==> config.mk <==
export PLATFORM = sky130hd
export DESIGN_NAME = ctrl_mc
export DESIGN_NICKNAME = d
export VERILOG_FILES = /design/src/rtl/ctrl_mc.sv
export SDC_FILE = /design/constraint.sdc
export NUM_CORES = 1
export LEC_CHECK = 0
export CORE_MARGIN = 2
export CORE_UTILIZATION = 49
export CTS_CLUSTER_DIAMETER = 200
export DETAILED_ROUTE_END_ITERATION = 8
export GPL_ROUTABILITY_DRIVEN = 1
export PLACE_DENSITY = 0.9
export SYNTH_ARGS = -nofsm -noshare
export SYNTH_HDL_FRONTEND = slang
export SYNTH_SLANG_ARGS = --single-unit
==> constraint.sdc <==
create_clock -name CLK -period 3.2 [get_ports CLK]
set_clock_uncertainty 0.1 [all_clocks]
set_input_delay 0.48 -clock CLK [delete_from_list [all_inputs] [get_ports CLK]]
set_output_delay 0.48 -clock CLK [all_outputs]
set_load 0.01 [all_outputs]
==> src/rtl/ctrl_mc.sv <==
// Purpose : multi-cycle instruction controller, FETCH/DECODE/EXECUTE/MEM/WRITEBACK sequencing.
// Latency : one state per CLK edge; first FETCH on the 2nd rising edge after RST_F release.
// Backpr. : MEM stalls on MEM_ACK for LOD/STR; no ack within MEM_TO cycles sets ERR and halts.
module ctrl_mc #(
  parameter int OPW    = 4,
  parameter int MMW    = 4,
  parameter int MM_IMM = 8,
  parameter int MEM_TO = 15
) (
  input  logic           CLK,
  input  logic           RST_F,
  input  logic [OPW-1:0] OPCODE,
  input  logic [MMW-1:0] MM,
  input  logic [MMW-1:0] STAT,
  input  logic           MEM_ACK,
  output logic           RF_WE,
  output logic           WB_SEL,
  output logic           RD_SEL,
  output logic           PC_SEL,
  output logic           PC_WRITE,
  output logic           PC_RST,
  output logic           BR_SEL,
  output logic           MM_SEL,
  output logic           DM_WE,
  output logic           MEM_REQ,
  output logic [1:0]     ALU_OP,
  output logic [2:0]     STATE,
  output logic           HALTED,
  output logic           ERR
);

  typedef enum logic [2:0] {
    START0    = 3'd0,
    START1    = 3'd1,
    FETCH     = 3'd2,
    DECODE    = 3'd3,
    EXECUTE   = 3'd4,
    MEM       = 3'd5,
    WRITEBACK = 3'd6,
    HALT      = 3'd7
  } state_t;

  // Recognised opcodes; every other value falls through as a no-op.
  localparam logic [OPW-1:0] OP_LOD = OPW'(1);
  localparam logic [OPW-1:0] OP_STR = OPW'(2);
  localparam logic [OPW-1:0] OP_BRA = OPW'(4);
  localparam logic [OPW-1:0] OP_BRR = OPW'(5);
  localparam logic [OPW-1:0] OP_BNE = OPW'(6);
  localparam logic [OPW-1:0] OP_ALU = OPW'(8);
  localparam logic [OPW-1:0] OP_HLT = OPW'(15);

  localparam logic [7:0] TO_LAST = 8'(MEM_TO - 1);

  state_t     st;
  logic [7:0] wait_cnt;
  logic       err_q;

  logic is_lod, is_str, is_bra, is_brr, is_bne, is_alu, is_hlt;
  logic mem_op, mm_imm, cond, taken, mem_to_hit, in_exwb;

  assign is_lod = (OPCODE == OP_LOD);
  assign is_str = (OPCODE == OP_STR);
  assign is_bra = (OPCODE == OP_BRA);
  assign is_brr = (OPCODE == OP_BRR);
  assign is_bne = (OPCODE == OP_BNE);
  assign is_alu = (OPCODE == OP_ALU);
  assign is_hlt = (OPCODE == OP_HLT);

  assign mem_op     = is_lod | is_str;
  assign mm_imm     = (MM == MMW'(MM_IMM));
  assign cond       = |(MM & STAT);
  assign taken      = ((is_bra | is_brr) & cond) | (is_bne & ~cond);
  // Last allowed MEM cycle without an ack; an ack on this cycle still wins.
  assign mem_to_hit = mem_op & ~MEM_ACK & (wait_cnt == TO_LAST);
  assign in_exwb    = (st == EXECUTE) || (st == MEM) || (st == WRITEBACK);

  // State register, MEM wait counter and sticky timeout flag.
  always_ff @(posedge CLK or negedge RST_F) begin
    if (!RST_F) begin
      st       <= START0;
      wait_cnt <= 8'd0;
      err_q    <= 1'b0;
    end else begin
      case (st)
        START0:    st <= START1;
        START1:    st <= FETCH;
        FETCH:     st <= DECODE;
        DECODE:    st <= is_hlt ? HALT : EXECUTE;
        EXECUTE: begin
          wait_cnt <= 8'd0;
          st       <= taken ? FETCH : MEM;
        end
        MEM: begin
          if (!mem_op || MEM_ACK) begin
            st <= WRITEBACK;
          end else if (mem_to_hit) begin
            err_q <= 1'b1;
            st    <= HALT;
          end else begin
            wait_cnt <= wait_cnt + 8'd1;
          end
        end
        WRITEBACK: st <= FETCH;
        default:   st <= HALT;
      endcase
    end
  end

  // Datapath controls decoded from present state and current instruction fields.
  always_comb begin
    RF_WE    = 1'b0;
    WB_SEL   = 1'b0;
    RD_SEL   = 1'b0;
    PC_SEL   = 1'b0;
    PC_WRITE = 1'b0;
    PC_RST   = 1'b0;
    BR_SEL   = 1'b0;
    MM_SEL   = 1'b0;
    DM_WE    = 1'b0;
    MEM_REQ  = 1'b0;
    ALU_OP   = 2'b00;
    HALTED   = 1'b0;

    PC_RST = (st == START0) || (st == START1);
    HALTED = (st == HALT);

    if (st == FETCH) PC_WRITE = 1'b1;

    if (st == EXECUTE && taken) begin
      PC_WRITE = 1'b1;
      PC_SEL   = 1'b1;
      BR_SEL   = is_bra | is_bne;
    end

    if ((st == DECODE || in_exwb) && (is_lod || (is_alu && mm_imm))) RD_SEL = 1'b1;

    if (in_exwb) begin
      if (is_alu)                      ALU_OP = mm_imm ? 2'b01 : 2'b00;
      else if (mem_op)                 ALU_OP = mm_imm ? 2'b00 : 2'b01;
      else if (is_bra|is_brr|is_bne)   ALU_OP = 2'b10;
      MM_SEL = mem_op & mm_imm;
    end

    if (st == MEM) begin
      MEM_REQ = mem_op;
      DM_WE   = is_str & MEM_ACK;
    end

    if ((st == MEM || st == WRITEBACK) && is_lod) WB_SEL = 1'b1;
    if (st == WRITEBACK) RF_WE = is_alu | is_lod;
  end

  assign STATE = st;
  assign ERR   = err_q;

endmodule

Yosys cells after proc, flatten, opt, wreduce, memory -nomap -nowiden
Cells that the tools add are included.
W data, S select, Z words.
{"block": "totals", "register_bits": 12, "input_bits": 15, "output_inout_bits": 17, "wordCells": 81}
{"block": "classes", "addsub": 1, "n_eq_ne": 19, "mux": 24, "bitwise": 16, "n_reduce_logical": 18}
{"operator": "$pmux W3 S6", "count": 1}
{"operator": "$mux W8", "count": 2}
{"operator": "$pmux W8 S2", "count": 1}
{"operator": "$eq A3 B3 Y1 const B", "count": 4}
{"operator": "$eq A4 B3 Y1 const B", "count": 3}
{"operator": "$eq A4 B4 Y1 const B", "count": 3}
{"operator": "$mux W1", "count": 12}
{"operator": "$mux W2", "count": 5}
{"operator": "$mux W3", "count": 3}
{"operator": "$add A8 B1 Y8 const B", "count": 1}
{"operator": "$eq A8 B4 Y1 const B", "count": 1}
{"operator": "$logic_or A1 B1 Y1", "count": 7}
{"operator": "$and A1 B1 Y1", "count": 6}
{"operator": "$eq A3 B2 Y1 const B", "count": 2}
{"operator": "$or A1 B1 Y1", "count": 6}
{"operator": "$reduce_and A3 Y1", "count": 2}
{"operator": "$and A4 B4 Y4", "count": 1}
{"operator": "$eq A4 B1 Y1 const B", "count": 1}
{"operator": "$eq A4 B2 Y1 const B", "count": 1}
{"operator": "$logic_and A1 B1 Y1", "count": 4}
{"operator": "$ne A2 B2 Y1 const B", "count": 2}
{"operator": "$reduce_or A4 Y1", "count": 1}
{"operator": "$eq A3 B1 Y1 const B", "count": 1}
{"operator": "$logic_not A3 Y1", "count": 1}
{"operator": "5 further kinds", "count": 7}

Longest topological paths before layout
{"block": "depth", "ltp_word": 7, "depth_mapped": 6, "mapped_depth_nobuf": 6}

Least setup slack after synthesis
No wires, ideal clock.
{"block": "synth_timing", "path_type": "input to output", "startpoint": "input MM[0]", "endpoint": "output RD_SEL", "arrival_ns": 1.691, "path_slack_ns": 0.929, "cell_stages": 3, "path_buffers": 0, "path_cell_list": "nor4b_2 nand3b_1 a2111oi_0"}
{"block": "synth_via", "elab_chain_len": 5}
{"element": "start: declaration", "line_no": "13", "text": "input logic [MMW-1:0] MM,"}
{"element": "$eq A4 B4 Y1", "line_no": "70", "text": "assign mm_imm = (MM == MMW'(MM_IMM));"}
{"element": "$logic_and A1 B1 Y1", "line_no": "135", "text": "if ((st == DECODE || in_exwb) && (is_lod || (is_alu && mm_imm))) RD_SEL = 1'b1;"}
{"element": "$logic_or A1 B1 Y1", "line_no": "135"}
{"element": "$logic_and A1 B1 Y1", "line_no": "135"}
{"element": "$mux W1", "line_no": "135"}
{"element": "end: declaration", "line_no": "18", "text": "output logic RD_SEL,"}
Every way passes these cells.

Worst setup path after layout
Ends and elaborated chain as after synthesis.

==> metrics.cfg <==
[clock_network]
root_buffer=sky130_fd_sc_hd__clkbuf_4
clk_latency_ps=280
clock_tree.buffer_depth=2
cts_post_setup_buffers_inserted=0
cts_inserted_buffers=3
htree_num_levels=1
total_number_of_clock_tree_sinks=12
cts_tree=yes
hold_buffers=0
postCtsResizedCells=0
worst_setup_hold_path_clk_slew_ps=70

[routing]
routed_wirelength_mm=2.51
wl_met2_mm=1.28
number_of_drc_markers_in_iteration_0=17
route.antenna.remaining_nets=0
drtPass1Iterations=4
routed-wl-met3_um=102
maxUsedRoutingLayer=met4
average_vias_per_placed_instance=5.69
drt-wirelength-per-cell_um=14.4
route.vias.total=990
drc_errors=0
met1_length_mm=1.10

[floorplan]
die_y_um=49
horizontal_die_dimension_um=49
floorplan.initialDensity_pct=51.1
num_io_pins=32
core_area_um2=1940
floorplan.rows=16
die_area_um2=2400

[worst_setup_path]
endpoint_arrival_time_on_the_critical_path_ps=2400
worstPathBufferInverterCount=2
critical_path.slowest_cell=sky130_fd_sc_hd__clkdlybuf4s50_1
critical_path.startpoint_type=primary input
cp.required_ps=2620
critical_path.top_delay_family=buffers and inverters
critPathMaxFanout=2
type_of_element_capturing_the_critical_path=output pin
timing.critical_path.cells=clkdlybuf4s50_1 > nor4b_2 > nand3b_1 > a2111oi_0 > clkdlybuf4s50_1
cpMostUsedCell=sky130_fd_sc_hd__clkdlybuf4s50_1
slowest_delay_ps=610
worst_setup_path_type=in -> out

[yosys]
synth_top_cell_area_share_pct=30.3
synth.lib_cells_used.distinct=52
post_synth_edffs=0
syn_nets=131
ys_seq_area_share_pct=30.3
synth_seq_cells=12
synth.cell_area_um2=992
yosys_warnings=0
synth_commonest_cells=12 x sky130_fd_sc_hd__dfrtp_1, 12 x sky130_fd_sc_hd__nand2_1, 8 x sky130_fd_sc_hd__nor2_1
synth_cells=114
syn-mean-instance-area_um2=8.70
async_reset_ff_share_pct=100
synth_ff_type=sky130_fd_sc_hd__dfrtp_1
synth_largest_area_cell=sky130_fd_sc_hd__dfrtp_1
netlist_top_cells_area=sky130_fd_sc_hd__dfrtp_1 30%, sky130_fd_sc_hd__nand2_1 4.5%, sky130_fd_sc_hd__mux2i_1 4.0%, sky130_fd_sc_hd__nand3_1 3.0%, sky130_fd_sc_hd__nor2_1 3.0%

[final_layout]
fin_nets=165
drive_gt1_share_pct=11.6
areaGrowthSynthToFinish_pct=38.5
antenna-diode-count=0

[global_routing]
overall_global_routing_usage_pct=23.2
antenna_found_initial=0
first_global_vias=1003
gr-total-overflow=0
grt_first_pass_wirelength_mm=4.28
pin_count_of_the_biggest_net_entering_global_routing=16

[power_and_ir_drop]
power.leakage_nw=0.528
cellPowerDensity_nw_per_um2=536
switching_share_pct=39.9
clkPwrFrac_pct=16.6
power.sequential.fraction_pct=37.0
net-switching-power_mw=0.294
internal_power_mw=0.443
ir_worst_vdd_mv=0.457
power_frac_comb_pct=46.3
power.total_mw=0.737

[placement]
dp_hpwl_mm=1.91
buffer_ports.inserted=31
routabilityCongestion=0.842

[sta]
timing_worst_slew_pin_value_ps=647
rsz0062_at_grt=no
hold_violations=0
period_share_pct=93.2
timing.final.setup_violations=0
fin_tns_setup_ps=0
fmaxAchievable_ghz=0.335
post-route-min-period_ps=2980
slew_viol_final=0
max-slew-margin-rel_pct=56.8

[run_status]
status=completed

[flow_run]
drv.max_cap_violation_count=0

[hold_path]
worst_hold_path_type=reg -> reg

[kinds of logic (layout without fill, tap and decap cells)]
kind of cell               after synthesis  count (layout)  share of synthesized area, %
xor gates and xnor gates                 4               4                          4.29
buffers and inverters                   11              44                          5.55
DFF                                     12              12                          30.3
adders and majority gates                2               2                          2.52
muxes                                    5               5                          5.17
and+or+nand+nor                         57              57                          35.8
AOI/OAI and AO/OA                       23              23                          16.4
[layer usage]
layer | vias to the layer above | global-route usage (%)
li1 | 495 | -
met1 | 466 | 27.3
met2 | 24 | 39.5
met3 | 5 | 5.21
met4 | 0 | 11.9
met5 | - | 0
[placed cells by master, fill, tap and decap left out, types with 3 or more instances in the layout]
master / count
sky130_fd_sc_hd__nand2_1: 12
sky130_fd_sc_hd__nor2_1: 8
sky130_fd_sc_hd__buf_4: 6
sky130_fd_sc_hd__nor3b_1: 3
sky130_fd_sc_hd__inv_1: 3
sky130_fd_sc_hd__clkdlybuf4s50_1: 31
sky130_fd_sc_hd__dfrtp_1: 12
sky130_fd_sc_hd__nand3b_1: 3
sky130_fd_sc_hd__nor4_1: 3
sky130_fd_sc_hd__mux2i_1: 4
sky130_fd_sc_hd__nand3_1: 6
sky130_fd_sc_hd__a21oi_1: 4
sky130_fd_sc_hd__o22ai_1: 3
sky130_fd_sc_hd__clkbuf_4: 3
[cell type report]
| type | instances | area, µm² |
|---|---|---|
| Tap cell | 27 | 33.8 |
| Inverter | 3 | 11.3 |
| Timing Repair Buffer | 37 | 355 |
| Multi-Input combinational cell | 91 | 637 |
| Clock buffer | 4 | 36.3 |
| Fill cell | 151 | 568 |
| Sequential cell | 12 | 300 |
[flip-flops by register name, indices dropped and copies added (netlist names)]
signal	cells
wait_cnt	8
STATE	3
ERR	1
[per-stage QoR]
stage               std cells  hold slack, ps  area (µm²)  util (%)  setup WS [ps]
detailed placement        170             367        1340      68.9            236
CTS                       174             384        1370      70.7            231
global placement          170             358        1340      68.9            267
global route              174             420        1370      70.7           39.0
floorplan                 114            84.4         992         -            929
finish                    174             377        1370      70.7            217
[final timing paths]
kind,startpoint,to,slack (ps),depth (start not counted)
worst min-delay path,ERR,ERR,380,1
worst max-delay path,MM[0],RD_SEL,220,5
min in group asynchronous,RST_F,wait_cnt[7],440,1
worst min register to register,ERR,ERR,380,1
worst max register to register,STATE[1],wait_cnt[5],1020,4
max in group asynchronous,RST_F,STATE[1],2220,1
[power groups by stage]
stage / registers (mW) / clock network (mW) / logic (mW)
global placement: 0.270 / 0 / 0.327
global route: 0.285 / 0.130 / 0.377
CTS: 0.271 / 0.126 / 0.342
detailed placement: 0.274 / 0 / 0.340
finish: 0.273 / 0.123 / 0.341
floorplan: 0.231 / 0 / 0.236
(Power assumes the default switching activity.)
